`config.mk`:
```
export PLATFORM = sky130hd
export DESIGN_NAME = dmem_ctrl
export DESIGN_NICKNAME = d
export VERILOG_FILES = /design/src/rtl/dmem_ctrl.sv
export SDC_FILE = /design/constraint.sdc
export NUM_CORES = 1
export LEC_CHECK = 0
export CORE_MARGIN = 2
export CORE_UTILIZATION = 30
export DETAILED_ROUTE_END_ITERATION = 7
export GPL_TIMING_DRIVEN = 0
export PLACE_DENSITY = 0.65
export SETUP_SLACK_MARGIN = 0.02
export SLEW_MARGIN = 20
export SYNTH_ARGS = -nofsm -noshare
export SYNTH_HDL_FRONTEND = slang
export SYNTH_SLANG_ARGS = --single-unit
```
`constraint.sdc`:
```
create_clock -name i_clk -period 3.7 [get_ports i_clk]
set_input_delay 1.11 -clock i_clk [delete_from_list [all_inputs] [get_ports i_clk]]
set_output_delay 1.11 -clock i_clk [all_outputs]
set_load 0.1 [all_outputs]
```
`src/rtl/dmem_ctrl.sv`:
```
// rtl/dmem_ctrl.sv - RV32I data-memory controller: strobe/ack bus master with load formatting and timeout
// Optional macro MISALIGN_TRAP_EN: misaligned H/W accesses skip the bus and complete with o_err.
module dmem_ctrl #(
    parameter int unsigned TIMEOUT = 255
) (
    input  logic        i_clk,
    input  logic        i_rst_n,
    input  logic        i_req,
    input  logic [31:0] i_addr,
    input  logic [31:0] i_wdata,
    input  logic [2:0]  i_funct3,
    input  logic        i_we,
    output logic        o_ack,
    output logic [31:0] o_rdata,
    output logic        o_err,
    output logic        o_busy,
    output logic        o_mem_stb,
    output logic        o_mem_we,
    output logic [31:0] o_mem_addr,
    output logic [31:0] o_mem_wdata,
    output logic [3:0]  o_mem_sel,
    input  logic        i_mem_ack,
    input  logic [31:0] i_mem_rdata
);
    typedef enum logic [1:0] {IDLE, BUS, DONE} state_t;

    localparam logic [31:0] TO_LAST = 32'(TIMEOUT - 1);

    state_t      state_q, state_d;
    logic [31:0] addr_q, addr_d;
    logic [31:0] wdata_q, wdata_d;
    logic [31:0] rdata_q, rdata_d;
    logic [31:0] cnt_q, cnt_d;
    logic [2:0]  funct3_q, funct3_d;
    logic [3:0]  sel_q, sel_d;
    logic        we_q, we_d;
    logic        err_q, err_d;

    logic [3:0]  req_sel;
    logic [31:0] req_wdata;
    logic        misalign;
    logic        timeout_hit;
    logic [7:0]  ld_byte;
    logic [15:0] ld_half;
    logic [31:0] ld_data;

    assign timeout_hit = (TIMEOUT != 0) && (cnt_q == TO_LAST);

    // Request-side lane formatting; reserved funct3 codes fall into the word case
    always_comb begin
        req_sel   = 4'b1111;
        req_wdata = i_wdata;
        misalign  = 1'b0;
        case (i_funct3)
            3'b000, 3'b100: begin
                req_sel   = 4'b0001 << i_addr[1:0];
                req_wdata = {4{i_wdata[7:0]}};
            end
            3'b001, 3'b101: begin
                req_sel   = 4'b0011 << {i_addr[1], 1'b0};
                req_wdata = {2{i_wdata[15:0]}};
`ifdef MISALIGN_TRAP_EN
                misalign  = i_addr[0];
`endif
            end
            default: begin
`ifdef MISALIGN_TRAP_EN
                misalign  = (i_addr[1:0] != 2'b00);
`endif
            end
        endcase
    end

    always_ff @(posedge i_clk or negedge i_rst_n) begin
        if (!i_rst_n) begin
            state_q  <= IDLE;
            addr_q   <= '0;
            wdata_q  <= '0;
            rdata_q  <= '0;
            cnt_q    <= '0;
            funct3_q <= '0;
            sel_q    <= '0;
            we_q     <= 1'b0;
            err_q    <= 1'b0;
        end else begin
            state_q  <= state_d;
            addr_q   <= addr_d;
            wdata_q  <= wdata_d;
            rdata_q  <= rdata_d;
            cnt_q    <= cnt_d;
            funct3_q <= funct3_d;
            sel_q    <= sel_d;
            we_q     <= we_d;
            err_q    <= err_d;
        end
    end

    // A trapped access spends its BUS cycle with the strobe suppressed, keeping the 2-cycle latency
    always_comb begin
        state_d = state_q;
        case (state_q)
            IDLE:    if (i_req) state_d = BUS;
            BUS:     if (err_q || i_mem_ack || timeout_hit) state_d = DONE;
            DONE:    state_d = IDLE;
            default: state_d = IDLE;
        endcase
    end

    always_comb begin
        addr_d   = addr_q;
        wdata_d  = wdata_q;
        rdata_d  = rdata_q;
        cnt_d    = cnt_q;
        funct3_d = funct3_q;
        sel_d    = sel_q;
        we_d     = we_q;
        err_d    = err_q;
        if (state_q == IDLE && i_req) begin
            addr_d   = {i_addr[31:2], 2'b00};
            funct3_d = i_funct3;
            we_d     = i_we;
            wdata_d  = req_wdata;
            sel_d    = req_sel;
            err_d    = misalign;
            rdata_d  = '0;
            cnt_d    = '0;
            if (i_funct3[1:0] != 2'b10 && i_funct3[1:0] != 2'b11) addr_d[1:0] = i_addr[1:0];
        end else if (state_q == BUS && !err_q) begin
            if (i_mem_ack) rdata_d = i_mem_rdata;
            else if (timeout_hit) err_d = 1'b1;
            else cnt_d = cnt_q + 32'd1;
        end
    end

    always_comb begin
        ld_byte = rdata_q[8*addr_q[1:0] +: 8];
        ld_half = addr_q[1] ? rdata_q[31:16] : rdata_q[15:0];
        case (funct3_q)
            3'b000:  ld_data = {{24{ld_byte[7]}}, ld_byte};
            3'b001:  ld_data = {{16{ld_half[15]}}, ld_half};
            3'b100:  ld_data = {24'd0, ld_byte};
            3'b101:  ld_data = {16'd0, ld_half};
            default: ld_data = rdata_q;
        endcase
    end

    always_comb begin
        o_ack       = (state_q == DONE);
        o_err       = o_ack && err_q;
        o_busy      = (state_q != IDLE);
        o_rdata     = (o_ack && !we_q && !err_q) ? ld_data : 32'd0;
        o_mem_stb   = (state_q == BUS) && !err_q;
        o_mem_we    = o_mem_stb && we_q;
        o_mem_addr  = o_mem_stb ? {addr_q[31:2], 2'b00} : 32'd0;
        o_mem_wdata = o_mem_stb ? wdata_q : 32'd0;
        o_mem_sel   = o_mem_stb ? sel_q : 4'd0;
    end
endmodule
```
==> results.md, run 1 <==
- Worst-Skew Late Latency: around 430 ps
- Row count: 56
- First-pass GRT wire length: about 39 mm
- Routed len/inst: 16.8 um
- CP endpoint kind: output port
- Setup violations, final: 0
- Area Growth Syn to Fin: 45.2%
- Maximum clock frequency: 0.278 GHz
- Ys Warns: 0
- CTS tree: yes
- Number of global-route vias before repair: 7097
- Synth top area share: about half
- Crit path max fanout: 10
- Antenna violations before repair: 0
- Worst rel slew slack: 32.4%
- M1 GR Usage: 24.9%
- Share of cells above drive strength 1: about 18%
- Gr busiest metal: met2
- Unique cell type count in the Yosys netlist: 44
- CP max stage delay: 490 ps
- Routed Antenna Nets: 0
- Total power: between 9000 and 10000 uW
- CP Data Required Time: approximately 2600 ps
- Dominant synthesized flop cell: dfrtp_1
- EDFF count, synth: 0
- Top post-synthesis cells by area: dfrtp_1 (48%), nand2_1 (13%), and2_1 (6.1%)
- Worst slew pin tran: between 1000 and 1500 ps
- Final hold vios: 0
- Stages on worst setup path: 7
- Average size of a mapped cell: 8.21 sq um
- # DRC: 0
- Final instance area: ~10000 sq um
- Flops & latches, synth: roughly 140
- Worst path arrival time: 2490 ps
- CP Class: reg -> out
- Most used cell, CP: mux2i_1
- Area of placed instances: 9970 sq um
- N_diodes: 0
- Reg-to-Reg Start: cnt_q[0]
- Die Y: approximately 160 um
- Die X-Extent: around 160 um
- CORE AREA: 23500 sq um
- Slowest stage cell, crit path: dfrtp_2
- RSZ-0062 raised after global routing: false
- Delay-heaviest family, CP: buffers and inverters
- R2R cell count: 9
- Synth Cell Area: a little over 7000 sq um
- Tcrit/Tclk final: 97.3%
- Top cells by count, synth: nand2_1 (244), dfrtp_1 (139), o21ai_0 (73), and2_1 (70), nor2_1 (62)
- Top-count cell post-synth: nand2_1
- Port Buffers: about 210
- Global Route met2 Usage: 30.8%
- Pwr per Cell Area: slightly below 900 nW/um^2
- TritonRoute pass-1 iters: 5
- Leak pwr: 0.00452 uW
- Met3 usage: between 6 and 7%
- Async SR Flop Fraction: 100%
- Final slew viol count: 0
- Clock sink count: 139
- RePlAce Congestion: 0.844
- Flop2flop setup slack: 1110 ps
- Setup_tns: 0 ps
- Overflow after GRT: 0
- Initial cell density of the core: 30.7%
- Yosys top cell by area: dfrtp_1
- CP startpoint: addr_q[1]
- CP Buf/Inv Count: 2
- Final setup margin: 99.8 ps
- DP HPWL: 17.8 mm
- Clock root buffer: clkbuf_16
- Hold Crit Class: reg -> reg
- Startpoint Class: register
- Total GRT Usage: about a fifth
- Clk buf depth: 2
- Final #Nets: around 1200
- Drt initial violations: 399
- Clk_skew: 9.40 ps
- Worst r2r dst: cnt_q[11]
- Cells after Synth: 879
- Number of max-cap violations: 0
- Wirelength, routed: 24.2 mm
- Worst-path clk slew: 70 ps
- Max rail drop VDD: between 0.0005 and 0.0006 V
- Place WS: -1150 ps
- I/O Pins: 209
- CTS HTree Levels: 4
- Largest net degree at the start of global routing: 92
- CP endpoint: o_rdata[23]
- Run status: finished clean
- Die area: 25300 sq um
- Vias: between 7000 and 8000
- Post-layout minimum cycle time: approximately 3600 ps
- Worst-path cell chain: mux2i_1, mux2i_1, a21oi_4, a21o_2, clkbuf_8, nor2_4, buf_2
- Via/cell ratio: about 4.9
- Clock buffer count from CTS: 17
- Sequential share of the synthesized area: roughly half
## logic make-up after synthesis
kind of cell | Yosys count | synth area share (%)
adders and majority gates | 2 | 0.347
xor gates and xnor gates | 12 | 1.46
and+or+nand+nor | 467 | 30.0
other | 1 | 0.0519
buffers and inverters | 80 | 4.38
muxes | 31 | 4.31
DFF | 139 | 48.2
AOI/OAI and AO/OA | 147 | 11.3
## power by group
group	leakage [uW]	switching, uW	total (uW)	internal (uW)
combinational	0.00245	4000	5190	1190
clock	0.000276	707	1710	1000
sequential	0.00180	367	2460	2100
total	0.00452	5080	9370	4290
## flip-flops by register name, indices dropped and copies added, names as in the netlist
signal / flops
funct3_q: 3
state_q: 2
rdata_q: 32
cnt_q: 32
addr_q: 32
sel_q: 4
wdata_q: 32
err_q: 1
we_q: 1
## worst reg2reg max path: cells and delay by family (launching register included)
kind,cells,cell delay (ps)
compound gates,2,330
fa+ha+maj,1,160
buf+inv,3,930
flops,1,410
simple gates,3,670
## final cells by class
cell class | count | area [sq um]
clock inverters | 12 | 144
plain buffers | 60 | 267
multi-input cells | 661 | 3710
inverters | 18 | 67.6
flip-flops and latches | 139 | 3480
fillers | 2426 | 13100
clock buffers | 20 | 437
well taps | 319 | 399
repair buffers | 207 | 1980
## cell usage in the layout, fill, tap and decap left out, types with 17 or more instances in the layout
cell type	instances
clkdlybuf4s50_1	104
clkdlybuf4s15_2	46
a21oi_1	40
and2_1	70
nor2_1	44
buf_4	29
dfrtp_1	138
o21ai_0	73
mux2i_1	30
clkbuf_1	43
buf_2	19
clkbuf_16	17
inv_1	18
nand2_1	243
## layer usage
layer	part of all wire [%]	wire, um
met2	45	10900
met3	8.9	2150
met1	45	10800
met4	1.2	292
met5	0	0
## worst min-delay path by stage
| stage | start | endpoint | slack (ps) | depth (start not counted) |
|---|---|---|---|---|
| 6_report | addr_q[10] | addr_q[10] | 460 | 2 |
| 5_1_grt | addr_q[9] | addr_q[9] | 490 | 2 |
| 4_1_cts | addr_q[20] | addr_q[20] | 470 | 2 |
| 3_5_place_dp | addr_q[14] | addr_q[14] | 450 | 2 |
| 3_3_place_gp | addr_q[6] | addr_q[6] | 450 | 2 |
| 2_1_floorplan | addr_q[10] | addr_q[10] | 440 | 2 |
## stage by stage
stage	util, %	hold WS, ps	std cells
CTS	44.5	471	1436
floorplan	-	437	880
global route	44.5	486	1436
global placement	42.2	451	1404
finish	44.5	465	1436
detailed placement	42.4	454	1405
## timing repair
item | in CTS | in global routing
endpoints found under the setup margin | 100 | 73
setup buffers | 1 | 0
hold buffers | 0 | 0
gates resized for setup | 421 | 33
pin swaps | 1 | 0
Note: power is estimated with default switching activity, not from simulation.
==> run 2, diff against run 1 <==
- PLACE_DENSITY: 0.65 -> 0.67
- clock period: 3.7 -> 3.3 ns (I/O delays scaled with it)
==> results.md, run 2 (synthesis gave the netlist of run 1 again) <==
- Run status: finished clean
- Crit path max fanout: 10
- CP Data Required Time: between 2000 and 2500 ps
- Number of max-cap violations: 0
- Final core utilization: 44.6%
- Total GRT Usage: 18.9%
- Row count: 56
- Hold_buf cts: 0
- CP Buf/Inv Count: 2
- Wirelength, routed: 23.7 mm
- Hold Crit Class: reg -> reg
- Clock buffer count from CTS: 17
- Largest net degree at the start of global routing: 78
- CP endpoint kind: output port
- Most used cell, CP: mux2i_1
- CTS HTree Levels: 4
- Share of cells above drive strength 1: 18.7%
- Number of global-route vias before repair: 6817
- Stages on worst setup path: 7
- Clock sink count: 139
- CTS tree: yes
- Maximum clock frequency: 0.312 GHz
- Clk_skew: 14.2 ps
- Pwr per Cell Area: 1020 nW/um^2
- Reg-to-Reg Start: cnt_q[0]
- Drt initial violations: 425
- Most frequent cells in the layout: nand2_1 (243), dfrtp_1 (138), clkdlybuf4s50_1 (103)
- Flop2flop setup slack: 770 ps
- CP max stage delay: around 490 ps
- CP endpoint: o_rdata[30]
- # DRC: 0
- Clock root buffer: clkbuf_16
- # placed instances: 1405
- First-pass GRT wire length: 38.3 mm
- Setup violations, final: 0
- Routed len/inst: around 16 um
- Worst-Skew Late Latency: 430 ps
- Clk buf depth: 2
- Delay-heaviest family, CP: flip-flops
- Vias: 6988
- Worst rel slew slack: between 30% and 40%
- Final instance area: 10500 sq um
- CP startpoint: addr_q[1]
- CORE AREA: 23500 sq um
- Final hold vios: 0
- Worst-path cell chain: mux2i_1, mux2i_1, a21oi_4, a21o_4, clkbuf_16, nor2_4, buf_6
- N_diodes: 0
- Via/cell ratio: 4.87
- Tcrit/Tclk final: 97.3%
- Overflow after GRT: 0
- Most common cell after layout, fill and taps aside: nand2_1
- Worst-path clk slew: 60 ps
- RePlAce Congestion: 0.890
- Initial cell density of the core: about 31%
- Total power: 10700 uW
- Worst slew pin tran: 1010 ps
- Max rail drop VDD: roughly 0.00063 V
- Non-Filler Instances: 1436
- Startpoint Class: register
- Post-layout minimum cycle time: ~3200 ps
- M1 GR Usage: 25.5%
- Worst r2r dst: cnt_q[12]
- Global Route met2 Usage: 29.4%
- I/O Pins: approximately 210
- TritonRoute pass-1 iters: 5
- Leak pwr: 0.00468 uW
- Die area: 25300 sq um
- Die Y: between 150 and 200 um
- CP Class: reg -> out
- R2R cell count: 9
- Final #Nets: 1210
- Gr busiest metal: met2
- Met3 usage: 6.02%
- Worst path arrival time: 2220 ps
- Area Growth Syn to Fin: 45.5%
- Area of placed instances: roughly 10000 sq um
- Slowest stage cell, crit path: dfrtp_2
- Routed Antenna Nets: 0
- Final slew viol count: 0
- Die X-Extent: 159 um
- Final setup margin: 89.9 ps
- Antenna violations before repair: 0
- Place WS: -1450 ps
- RSZ-0062 raised after global routing: true
- DP HPWL: 17.5 mm
- Port Buffers: 205
==> run 2: changes by cell type in the layout (fill, tap and decap cells not counted), sizes merged <==
cell,delta
clkdlybuf4s15,-45
buf,+40
clkbuf,+8
inv,+8
clkdlybuf4s18,-5
clkinv,-5
clkdlybuf4s50,-1
clkinvlp,-1
dlygate4sd2,+1
==> run 2: stage by stage <==
stage | setup TNS, ps | hold slack [ps]
floorplan | -3530 | 437
global placement | -718770 | 449
detailed placement | -70380 | 454
CTS | 0 | 471
global route | 0 | 490
finish | 0 | 465
==> run 2: area by class of cell <==
type | instances | area, sq um
Buffer | 59 | 289
Clock buffer | 18 | 439
Clock inverter | 14 | 174
Fill cell | 2409 | 13000
Inverter | 18 | 67.6
Multi-Input combinational cell | 661 | 3760
Sequential cell | 139 | 3480
Tap cell | 319 | 399
Timing Repair Buffer | 208 | 1900
==> run 2: routing by layer <==
| metal | part of all wire [%] | vias to the layer above | wire length, um |
|---|---|---|---|
| met5 | 0 | - | 0 |
| met4 | 1.1 | 0 | 255 |
| met3 | 8.7 | 15 | 2060 |
| met2 | 45 | 278 | 10700 |
| met1 | 45 | 3320 | 10600 |
| li1 | - | 3375 | - |
==> run 2: worst min-delay path: stages, from the launching register on <==
cell and delay (ps):
dfrtp_1 330, nand2_1 50, nand2_1 50
==> run 2: report_power, final <==
part | switching, uW | internal, uW | leakage [uW]
clock | 849 | 1170 | 0.000300
combinational | 4510 | 1390 | 0.00258
sequential | 424 | 2350 | 0.00180
==> run 2: how the worst min path moves through the flow <==
| stage | startpoint | to | slack [ps] | depth (start not counted) |
|---|---|---|---|---|
| floorplan | addr_q[10] | addr_q[10] | 440 | 2 |
| global placement | addr_q[28] | addr_q[28] | 450 | 2 |
| detailed placement | addr_q[25] | addr_q[25] | 450 | 2 |
| CTS | addr_q[25] | addr_q[25] | 470 | 2 |
| global route | addr_q[26] | addr_q[26] | 490 | 2 |
| finish | addr_q[27] | addr_q[27] | 460 | 2 |
==> run 2: repair_timing <==
| item | 4_1_cts | 5_1_grt |
|---|---|---|
| buffers inserted | 1 | 1 |
| endpoints found under the hold margin | 0 | 0 |
| pin swaps | 1 | 1 |
| gates cloned | 0 | 0 |
| endpoints found under the setup margin | 101 | 80 |
| gates resized for setup | 549 | 84 |
==> RTL edit: new RTL, settings of run 1 <==
Build with the macro `MISALIGN_TRAP_EN` defined.
--- a/src/rtl/dmem_ctrl.sv
+++ b/src/rtl/dmem_ctrl.sv
@@ -1,5 +1,7 @@
 // rtl/dmem_ctrl.sv - RV32I data-memory controller: strobe/ack bus master with load formatting and timeout
 // Optional macro MISALIGN_TRAP_EN: misaligned H/W accesses skip the bus and complete with o_err.
+`define MISALIGN_TRAP_EN
+
 module dmem_ctrl #(
     parameter int unsigned TIMEOUT = 255
 ) (
Function: changed (a bounded check fails within 4 cycles, from zero or initial values and one cycle with i_rst_n low).
==> RTL edit against run 1 <==
- cell area is 0.80% lower
- total power is 20% lower
- setup slack better by 0.021 ns
- global-route usage is 0.62 points lower
- area after synthesis is 0.10% lower
- sequential cell count stayed put
- non-clock buffer count is 2 lower
- worst hold slack better by 0.00063 ns
- sequential power is 4% lower
- routed wire length is 3.3% lower
- combinational power is 33% lower
- highest routed layer unchanged
==> RTL edit: results (changes against run 1) <==
[detailed_routing]
wl_per_cell_um=16.5  ; -2.1%
drt-initial-drc-count=430  ; +7.8%
dr_wl_met2_um=11100  ; +1.8%
route.met3.wl_um=1030  ; -52%
wl_met1_um=10700  ; -1.4%
via_per_inst=4.80  ; -1.8%

[global_routing]
grt_usage_pct=18.5  ; -0.62 points
grt_use_met2_pct=30.5  ; -0.26 points
grt_max_degree=81  ; -12%
antenna_found_initial=0  ; unchanged
grt_first_pass_wirelength_um=37300  ; -4.0%
gr-usage-met3_pct=4.12  ; -2.3 points
met1_usage_pct=24.1  ; -0.82 points
first_global_vias=6846  ; -3.5%

[setup_path]
worstRegToRegCells=6  ; -3
worst_r2r_startpoint=state_q[0]
setup.worst_path.end=o_rdata[22]
regToRegSetupSlack_ns=1.34  ; +0.23 ns
cp_data_arrival_time_ns=2.47  ; -0.02 ns
worst_path_max_delay_cell=dfrtp_1
crit_family=buffers and inverters
cpPeakStageDelay_ns=0.41  ; -0.08 ns
r2r_end=cnt_q[19]

[synth]
synthTopCellsByCount=264 x nand2_1, 139 x dfrtp_1, 73 x and2_1
synth_top_area_share_pct=48.2  ; +0.050 points
synthTopCellsByArea=dfrtp_1 48%, nand2_1 14%, and2_1 6.3%
synth.distinct_cells=47  ; +6.8%
syn_inst=861  ; -2.0%
synthArstFlopShare_pct=100  ; unchanged
seq_area_frac_synth_pct=48.2  ; +0.050 points

[pwr]
comb_power_share_pct=46.5  ; -9.0 points
cellInternalPower_mw=3.84  ; -11%
ir_worst_vdd_v=0.000298  ; -49%
power.leakage_nw=4.57  ; +1.1%

[sta]
fin_skew_ns=0.0100  ; +0.000599 ns
worst_pin_slew_ns=0.971  ; -0.0400 ns
fin_hold_ws_ns=0.466  ; +0.000632 ns
fmax_ghz=0.279  ; +0.58%

[finish]
num-fill-cells=2397  ; -1.2%
fin_cells=1419  ; -1.2%
nets=1193  ; -1.4%
drive_gt1_share_pct=17.9  ; +0.36 points

[clocking]
cts_resized=416  ; -1.2%
insertion_delay_ns=0.42
clockRootBuffer=clkbuf_16
path_clk_slew_ns=0.06

[min_path]
hp-start=addr_q[17]
holdCritPathClass=flop to flop
min_to=addr_q[17]

[placement]
placed_cell_area_um2=9920  ; -0.59%
dp_hpwl_um=17300  ; -2.5%
dp_slack_ns=-1.16  ; -0.00384 ns
port_buffers=204  ; -0.49%
place_congestion=0.880  ; +4.3%

[status]
status=completed

[RTL edit: logic make-up after synthesis]
group,share of synthesized area [%]
other cells,0.0520
flops,48.2
compound gates,11.7
simple gates,29.2
buf+inv,3.99
fa+ha+maj,0.347
xor+xnor,2.19
mux,4.32
[RTL edit: power by group through the flow]
stage	Sequential, mW	Clock [mW]	Combinational (mW)
2_1_floorplan	2.27	0	2.60
3_3_place_gp	2.38	0	3.44
3_5_place_dp	2.39	0	3.49
4_1_cts	2.37	1.65	3.47
5_1_grt	2.44	1.72	3.74
6_report	2.37	1.62	3.47
[RTL edit: cell type report]
| type | count | area [um^2] | area share, % |
|---|---|---|---|
| buffer | 59 | 256 | 2.47 |
| clock buffer | 19 | 433 | 4.16 |
| clock inverter | 13 | 119 | 1.14 |
| inverter | 14 | 52.6 | 0.505 |
| multi-input combinational | 650 | 3710 | 35.7 |
| sequential | 139 | 3480 | 33.4 |
| tap | 319 | 399 | 3.84 |
| timing repair buffer | 206 | 1950 | 18.8 |
